[src/rtl/xor_fold_hash_unit_pkg.sv]
// ---------------------------------------------------------------------------
// hash_pkg
//   Shared definitions for the XOR-fold hash unit:
//     - state_e     : FSM states of the hash unit (IDLE, FOLD, DONE)
//     - MODE_XOR    : plain XOR folding of chunks
//     - MODE_ROTXOR : rotate-left-by-one of the accumulator before each XOR
//     - rotl()      : rotate a value left within the low 'w' bits of a
//                     ROTL_MAX_W-bit container (bits at or above w stay zero)
// ---------------------------------------------------------------------------
package hash_pkg;

  typedef enum logic [1:0] {
    IDLE = 2'd0,
    FOLD = 2'd1,
    DONE = 2'd2
  } state_e;

  localparam logic MODE_XOR    = 1'b0;
  localparam logic MODE_ROTXOR = 1'b1;

  // Widest hash/chunk the rotate helper can handle.
  localparam int ROTL_MAX_W = 64;

  // Rotate x left by amt positions inside a w-bit field. Called with
  // constant amt and w, so this reduces to pure wiring.
  function automatic logic [ROTL_MAX_W-1:0] rotl(
    input logic [ROTL_MAX_W-1:0] x,
    input int                    amt,
    input int                    w
  );
    logic [ROTL_MAX_W-1:0] r;
    r = '0;
    if (w > 0) begin
      for (int i = 0; i < ROTL_MAX_W; i++) begin
        if (i < w) begin
          r[(i + amt) % w] = x[i];
        end
      end
    end
    return r;
  endfunction

endpackage : hash_pkg

[src/rtl/xor_fold_hash_unit_step.sv]
// ---------------------------------------------------------------------------
// xor_fold_step
//   Purely combinational fold of CHUNKS_PER_CYC chunks into an accumulator.
//   The chunk in the most significant position of 'chunks' is folded first.
//   Each step:  mode = MODE_XOR    : acc' = acc ^ chunk
//               mode = MODE_ROTXOR : acc' = rotl(acc,1) ^ chunk
// Ports
//   acc_in   in   HASH_W                  accumulator before this cycle
//   chunks   in   CHUNKS_PER_CYC*HASH_W   chunks for this cycle, MS first
//   mode     in   1                       fold mode
//   acc_out  out  HASH_W                  accumulator after all steps
// ---------------------------------------------------------------------------
module xor_fold_step
  import hash_pkg::*;
#(
  parameter int HASH_W         = 8,
  parameter int CHUNKS_PER_CYC = 8
) (
  input  logic [HASH_W-1:0]                acc_in,
  input  logic [CHUNKS_PER_CYC*HASH_W-1:0] chunks,
  input  logic                             mode,
  output logic [HASH_W-1:0]                acc_out
);

  localparam int SLICE_W = CHUNKS_PER_CYC * HASH_W;

  if (HASH_W > ROTL_MAX_W) begin : g_bad_hash_w
    $error("xor_fold_step: HASH_W exceeds ROTL_MAX_W");
  end

  // stage[0] is the incoming accumulator, stage[gi+1] the value after
  // folding chunk gi.
  logic [HASH_W-1:0] stage [CHUNKS_PER_CYC+1];

  assign stage[0] = acc_in;

  for (genvar gi = 0; gi < CHUNKS_PER_CYC; gi++) begin : g_step
    logic [HASH_W-1:0]     chunk;
    logic [ROTL_MAX_W-1:0] rot_wide;
    logic [HASH_W-1:0]     rot;
    logic                  unused_rot_hi;

    assign chunk    = chunks[SLICE_W-1-gi*HASH_W -: HASH_W];
    assign rot_wide = rotl(ROTL_MAX_W'(stage[gi]), 1, HASH_W);
    assign rot      = rot_wide[HASH_W-1:0];
    // Bits above HASH_W are always zero; reduce them to keep them referenced.
    assign unused_rot_hi = ^rot_wide;

    assign stage[gi+1] = ((mode == MODE_ROTXOR) ? rot : stage[gi]) ^ chunk;
  end

  assign acc_out = stage[CHUNKS_PER_CYC];

endmodule : xor_fold_step

[src/rtl/xor_fold_hash_unit.sv]
// ---------------------------------------------------------------------------
// xor_fold_hash_unit
//   Multi-cycle XOR-fold hash of one LINE_W-bit cache line into a HASH_W-bit
//   tag. The line is split into N_CHUNKS = LINE_W/HASH_W chunks (chunk 0 is
//   the most significant and folded first); CHUNKS_PER_CYC chunks are folded
//   per clock, so a line takes FOLD_CYC = N_CHUNKS/CHUNKS_PER_CYC cycles.
//   Plain XOR or rotate-XOR mode is latched with the line.
// Ports
//   clk        in   1       clock, rising edge
//   rst_n      in   1       asynchronous active-low reset
//   in_valid   in   1       line_in / mode_in valid
//   in_ready   out  1       unit can accept a line (IDLE)
//   line_in    in   LINE_W  cache line to hash
//   mode_in    in   1       0 = plain XOR, 1 = rotate-XOR
//   out_valid  out  1       hash_out valid
//   out_ready  in   1       consumer accepts hash_out
//   hash_out   out  HASH_W  resulting hash
// Timing: a line accepted at edge E shows out_valid at edge E+FOLD_CYC; the
// result is held until out_ready, after which the unit returns to IDLE.
// ---------------------------------------------------------------------------
module xor_fold_hash_unit
  import hash_pkg::*;
#(
  parameter int LINE_W         = 512,
  parameter int HASH_W         = 8,
  parameter int CHUNKS_PER_CYC = 8
) (
  input  logic              clk,
  input  logic              rst_n,
  input  logic              in_valid,
  output logic              in_ready,
  input  logic [LINE_W-1:0] line_in,
  input  logic              mode_in,
  output logic              out_valid,
  input  logic              out_ready,
  output logic [HASH_W-1:0] hash_out
);

  localparam int N_CHUNKS = LINE_W / HASH_W;
  localparam int FOLD_CYC = N_CHUNKS / CHUNKS_PER_CYC;
  localparam int SLICE_W  = CHUNKS_PER_CYC * HASH_W;
  localparam int CNT_W    = (FOLD_CYC > 1) ? $clog2(FOLD_CYC) : 1;
  localparam int N_SLOTS  = 2 ** CNT_W;

  if ((LINE_W % HASH_W) != 0) begin : g_bad_line_w
    $error("xor_fold_hash_unit: LINE_W must be a multiple of HASH_W");
  end
  if ((N_CHUNKS % CHUNKS_PER_CYC) != 0) begin : g_bad_cpc
    $error("xor_fold_hash_unit: N_CHUNKS must be a multiple of CHUNKS_PER_CYC");
  end

  // ------------------------------------------------------------------
  // State and datapath registers
  // ------------------------------------------------------------------
  state_e            state_q,     state_d;
  logic [LINE_W-1:0] line_q,      line_d;
  logic              mode_q,      mode_d;
  logic [HASH_W-1:0] acc_q,       acc_d;
  logic [HASH_W-1:0] hash_q,      hash_d;
  logic [CNT_W-1:0]  cnt_q,       cnt_d;
  logic              out_valid_q, out_valid_d;

  // ------------------------------------------------------------------
  // Chunk-slice mux: slot gi holds the chunks folded in cycle gi. The
  // table is padded to a power of two so cnt_q indexes it directly; the
  // padding slots are never selected because cnt_q stops at FOLD_CYC-1.
  // ------------------------------------------------------------------
  logic [SLICE_W-1:0] slices [N_SLOTS];
  logic [SLICE_W-1:0] cur_slice;
  logic [HASH_W-1:0]  step_acc;

  for (genvar gi = 0; gi < N_SLOTS; gi++) begin : g_slice
    if (gi < FOLD_CYC) begin : g_used
      assign slices[gi] = line_q[LINE_W-1-gi*SLICE_W -: SLICE_W];
    end else begin : g_pad
      assign slices[gi] = '0;
    end
  end

  assign cur_slice = slices[cnt_q];

  xor_fold_step #(
    .HASH_W         (HASH_W),
    .CHUNKS_PER_CYC (CHUNKS_PER_CYC)
  ) u_step (
    .acc_in  (acc_q),
    .chunks  (cur_slice),
    .mode    (mode_q),
    .acc_out (step_acc)
  );

  // ------------------------------------------------------------------
  // Register process
  // ------------------------------------------------------------------
  always_ff @(posedge clk or negedge rst_n) begin
    if (!rst_n) begin
      state_q     <= IDLE;
      line_q      <= '0;
      mode_q      <= MODE_XOR;
      acc_q       <= '0;
      hash_q      <= '0;
      cnt_q       <= '0;
      out_valid_q <= 1'b0;
    end else begin
      state_q     <= state_d;
      line_q      <= line_d;
      mode_q      <= mode_d;
      acc_q       <= acc_d;
      hash_q      <= hash_d;
      cnt_q       <= cnt_d;
      out_valid_q <= out_valid_d;
    end
  end

  // ------------------------------------------------------------------
  // Next-state / output process
  // ------------------------------------------------------------------
  always_comb begin
    state_d     = state_q;
    line_d      = line_q;
    mode_d      = mode_q;
    acc_d       = acc_q;
    hash_d      = hash_q;
    cnt_d       = cnt_q;
    out_valid_d = out_valid_q;
    in_ready    = 1'b0;

    unique case (state_q)
      IDLE: begin
        in_ready = 1'b1;
        if (in_valid) begin
          line_d  = line_in;
          mode_d  = mode_in;
          acc_d   = '0;
          cnt_d   = '0;
          state_d = FOLD;
        end
      end

      FOLD: begin
        acc_d = step_acc;
        if (cnt_q == CNT_W'(FOLD_CYC - 1)) begin
          // Last slice: publish the hash; cnt_q is left at its final value.
          hash_d      = step_acc;
          out_valid_d = 1'b1;
          state_d     = DONE;
        end else begin
          cnt_d = cnt_q + CNT_W'(1);
        end
      end

      DONE: begin
        if (out_ready) begin
          out_valid_d = 1'b0;
          state_d     = IDLE;
        end
      end

      default: begin
        state_d     = IDLE;
        out_valid_d = 1'b0;
      end
    endcase
  end

  assign out_valid = out_valid_q;
  assign hash_out  = hash_q;

endmodule : xor_fold_hash_unit

[config.mk]
export PLATFORM = sky130hd
export DESIGN_NAME = xor_fold_hash_unit
export DESIGN_NICKNAME = d
export VERILOG_FILES = /design/src/rtl/xor_fold_hash_unit_pkg.sv /design/src/rtl/xor_fold_hash_unit_step.sv /design/src/rtl/xor_fold_hash_unit.sv
export SDC_FILE = /design/constraint.sdc
export NUM_CORES = 1
export LEC_CHECK = 0
export BUFFER_PORTS_ARGS = -buffer_cell sky130_fd_sc_hd__buf_2
export CAP_MARGIN = 10
export CORE_ASPECT_RATIO = 0.6
export CORE_MARGIN = 5
export CORE_UTILIZATION = 32
export CTS_BUF_LIST = sky130_fd_sc_hd__clkbuf_2
export CTS_CLUSTER_SIZE = 12
export DETAILED_ROUTE_END_ITERATION = 10
export PLACE_DENSITY = 0.6
export SYNTH_ARGS = -nofsm -noshare
export SYNTH_HDL_FRONTEND = slang
export SYNTH_SLANG_ARGS = --single-unit
[constraint.sdc]
create_clock -name clk -period 3.2 [get_ports clk]
set_input_delay 0.16 -clock clk [delete_from_list [all_inputs] [get_ports clk]]
set_output_delay 0.16 -clock clk [all_outputs]
set_load 0.05 [all_outputs]
==> impl_metrics.yaml, run 1 <==
status:
  outcome: "did not finish"
  stop_stage: "clock tree synthesis"
  firstError: "[ERROR RSZ-0060] Max buffer count reached."
synthesis:
  ys_ff_latch: 535
  async_reset_ff_share_pct: 100
  syn_nets: 2167
  synth_enable_flop_cells: 0
  synth_xor_area_share_pct: 4.89
  muxShareOfSynthArea_pct: 35.0
  synth_ff_type: "dfrtp_1"
  ys_top_cells_by_area: "dfrtp_1, mux2_2, mux4_2"
  yosysWarnings: 0
  avgSynthCellArea_um2: 15.4
  yosysTopAreaCell: "dfrtp_1"
  synth_top_family_by_area: "multiplexers"
  netlist_instances: 1648
  synthTopCellsByCount: "dfrtp_1, mux2_2, mux2i_1"
  synthDistinctLibCells: 49
  synth_compound_area_share_pct: 3.28
  synth_top_area_share_pct: 52.9
  ys_seq_area_share_pct: 52.9
  yosysMostFrequentCell: "dfrtp_1"
  synth-adder-area-share_pct: 0.0988
  syn_area_mm2: 0.0253
  synth-simple-area-share_pct: 1.21
floorplanning:
  chipWidth_um: 373
  row_count: 79
  io_pins: 527
  die_h_um: 228
  start_util_pct: 32.5
placement:
  port_buffers: 526
  pre_cts_ws_ns: 0.0121
  gp_congestion: 0.816
  dp_hpwl_mm: 60.6
clock_network:
  holdBufCountCts: 692
  cts.sinks: 535
  postCtsSetupRepairBufs: 0
  numCtsBuffers: 137
  h-tree-depth: 4
  clockRootBuffer: "clkbuf_2"
  post_cts_resized: 1
  clock_path_buffers: 3
[per-stage QoR]
stage          util, %  setup TNS, ns  std cells  hold slack (ns)  cell area, um^2
3_5_place_dp      38.3              0       3238            0.326            29800
2_1_floorplan        -              0       1648           -0.136            25300
3_3_place_gp      38.3        -0.0210       3238            0.316            29800
[logic make-up after synthesis]
logic type | after synthesis
buffers and inverters | 112
XOR/XNOR | 101
adder cells (fa/ha/maj) | 2
multiplexers | 722
flip-flops | 535
AO/OA/AOI/OAI | 104
AND/OR/NAND/NOR | 72
==> run 2, diff against run 1 <==
--- a/config.mk
+++ b/config.mk
@@ -7,13 +7,10 @@
 export LEC_CHECK = 0
 export BUFFER_PORTS_ARGS = -buffer_cell sky130_fd_sc_hd__buf_2
 export CAP_MARGIN = 10
-export CORE_ASPECT_RATIO = 0.6
 export CORE_MARGIN = 5
-export CORE_UTILIZATION = 32
-export CTS_BUF_LIST = sky130_fd_sc_hd__clkbuf_2
-export CTS_CLUSTER_SIZE = 12
+export CORE_UTILIZATION = 20
 export DETAILED_ROUTE_END_ITERATION = 10
-export PLACE_DENSITY = 0.6
+export PLACE_DENSITY_LB_ADDON = 0.15
 export SYNTH_ARGS = -nofsm -noshare
 export SYNTH_HDL_FRONTEND = slang
 export SYNTH_SLANG_ARGS = --single-unit
==> impl_metrics.yaml, run 2 <==
clock_network:
  clockRootBuffer: "clkbuf_16"
  path_clk_slew_ns: 0.06
  clk_latency_ns: 0.66
  numCtsBuffers: 73
  h-tree-depth: 3
  clock_path_buffers: 3
  tritoncts: "built"
  cts.sinks: 535
power_and_ir_drop:
  total_power_mw: 50.6
  peakVddDrop_uv: 1270
  powerDensity_mw_per_mm2: 1300
  power.leakage_nw: 17.0
floorplanning:
  die_area_mm2: 0.134
  row_count: 130
  die_h_um: 366
  chipWidth_um: 366
  core-area_mm2: 0.126
  start_util_pct: 20.1
  io_pins: 527
synthesis:
  ys_ff_latch: 535
  synth_top_area_share_pct: 52.9
  avgSynthCellArea_um2: 15.4
  yosysWarnings: 0
  ys_top_cells_by_area: "dfrtp_1, mux2_2, mux4_2"
  syn_nets: 2167
  netlist_instances: 1648
  syn_area_mm2: 0.0253
  async_reset_ff_share_pct: 100
  yosysTopAreaCell: "dfrtp_1"
  yosysMostFrequentCell: "dfrtp_1"
  synth_enable_flop_cells: 0
  synthDistinctLibCells: 49
  ys_seq_area_share_pct: 52.9
  synth_ff_type: "dfrtp_1"
  synthTopCellsByCount: "dfrtp_1, mux2_2, mux2i_1"
cells_and_area:
  post-route-cell-area_mm2: 0.0389
  regMostFlops: "line_q"
  final_cell_mix: "dfrtp_1, buf_2, dlygate4sd3_1, mux2_2, mux2i_1"
  largest_reg_flops: 512
  final_cells: 4536
  layout_commonest_cell: "dfrtp_1"
  fin_util_pct: 31.0
  drive_gt1_share_pct: 50.1
  area_growth_syn_to_layout_pct: 53.8
  nets: 3324
placement:
  dp.cells: 3846
  port_buffers: 526
  gp_congestion: 0.779
  placedInstanceArea_mm2: 0.0308
  pre_cts_ws_ns: -0.205
  dp_hpwl_mm: 75.9
sta:
  holdWs_ns: 0.129
  worst_slew_pin_slew_ns: 1.02
  finalCriticalPeriod_ns: 3.11
  fin_crit_sh_pct: 97.3
  fmax_mhz: 321
  clock_skew_ns: 0.0421
  grt_setup_unrepaired: "true"
  hold_viol: 0
  final_max_slew_viol_count: 0
  setup_tns_ns: 0
  finalSetupViolCount: 0
  setup_slack_ns: 0.0866
  slew-limit-headroom_pct: 32.2
setup_path:
  arrival_ns: 3.68
  cp_data_required_time_ns: 3.77
  slowest_delay_ns: 0.62
  path_cells: "buf_12 -> buf_16 -> buf_12 -> mux4_2 -> nor2_1 -> a221oi_2 -> xor2_1 -> buf_4 -> xnor3_1 -> nor2_1 -> a211o_1 -> a31oi_1"
  critPathMaxFanout: 10
  critPathKind: "reg -> reg"
  slowest_stage: "mux4_2"
  end_kind: "flip-flop"
  start_kind: "flip-flop"
routing:
  viasPerCell: 4.08
  vias: 18491
  drt-initial-drc-count: 702
  drc: 0
  drt_pass1_iterations: 4
  ant_nets: 0
  wl_mm: 101
  wl_per_cell_um: 22.2
global_route:
  grt_pass1_wl_mm: 147
  overflow: 0
  track_usage_pct: 14.9
  antenna_found_initial: 29
  grt_pass1_vias: 21159
  grt_max_degree: 159
status:
  outcome: "finished clean"
flow_run:
  max_cap_viol_count: 0
worst_hold_path:
  min_path_type: "in -> async"
[run 2: cell counts after synthesis]
Identical to the previous run, type by type.
[run 2: where the power goes]
part / switching (mW) / internal [mW] / total, mW
sequential: 1.86 / 10.3 / 12.2
clock: 3.30 / 5.09 / 8.39
combinational: 13.7 / 16.4 / 30.0
[run 2: cells by family (layout without fill, tap and decap cells)]
kind of cell               count (synthesis)  in the layout  share of synthesized area, %
AOI/OAI and AO/OA                        104            104                          3.28
xor gates and xnor gates                 101            101                          4.89
DFF                                      535            535                          52.9
muxes                                    722            722                          35.0
adders and majority gates                  2              2                        0.0988
buffers and inverters                    112           1325                          2.60
and+or+nand+nor                           72             72                          1.21
other                                      0             25                             0
[run 2: timing repair]
action,CTS,global route
pin swaps,2,8
endpoints found under the hold margin,883,0
setup buffers,0,18
hold buffers,517,0
gates resized for setup,16,26
setup endpoints to repair,12,16
[run 2: final cells by class]
type                       count  area (um^2)
timing repair buffer        1190         9460
multi-input combinational   1001        11500
clock buffer                 109         2160
antenna                       25         62.6
clock inverter                22          293
inverter                       4         15.0
sequential                   535        13400
tap                         1650         2060
fill                       12645        86800
[run 2: worst max-delay path, delay by kind of cell, from the launching register on]
kind	cells	cell delay [ns]
AO/OA/AOI/OAI	3	0.50
XOR/XNOR	2	0.50
buffers and inverters	4	0.58
flip-flops	1	0.47
multiplexers	1	0.62
AND/OR/NAND/NOR	2	0.34
[run 2: worst paths after layout]
path | start | slack [ns] | cells after the start | to
max | cnt_q[0] | 0.09 | 12 | hash_out[1]
min | rst_n | 0.13 | 3 | line_q[222]
max reg2reg | cnt_q[0] | 0.09 | 12 | hash_out[1]
min reg2reg | hash_out[5] | 0.50 | 2 | hash_out[5]
max in group asynchronous | rst_n | 2.07 | 3 | line_q[511]
min in group clk | line_in[135] | 0.28 | 3 | line_q[135]
[run 2: routing by layer]
layer  part of all wire (%)  vias up  track usage [%]
met5                  0.054        -                0
met4                    3.6        8             5.72
met3                    4.4      164             3.33
met2                     47      430             23.9
met1                     45     9410             19.5
li1                       -     8479                -
No activity file was read; power rests on OpenSTA's default activity.
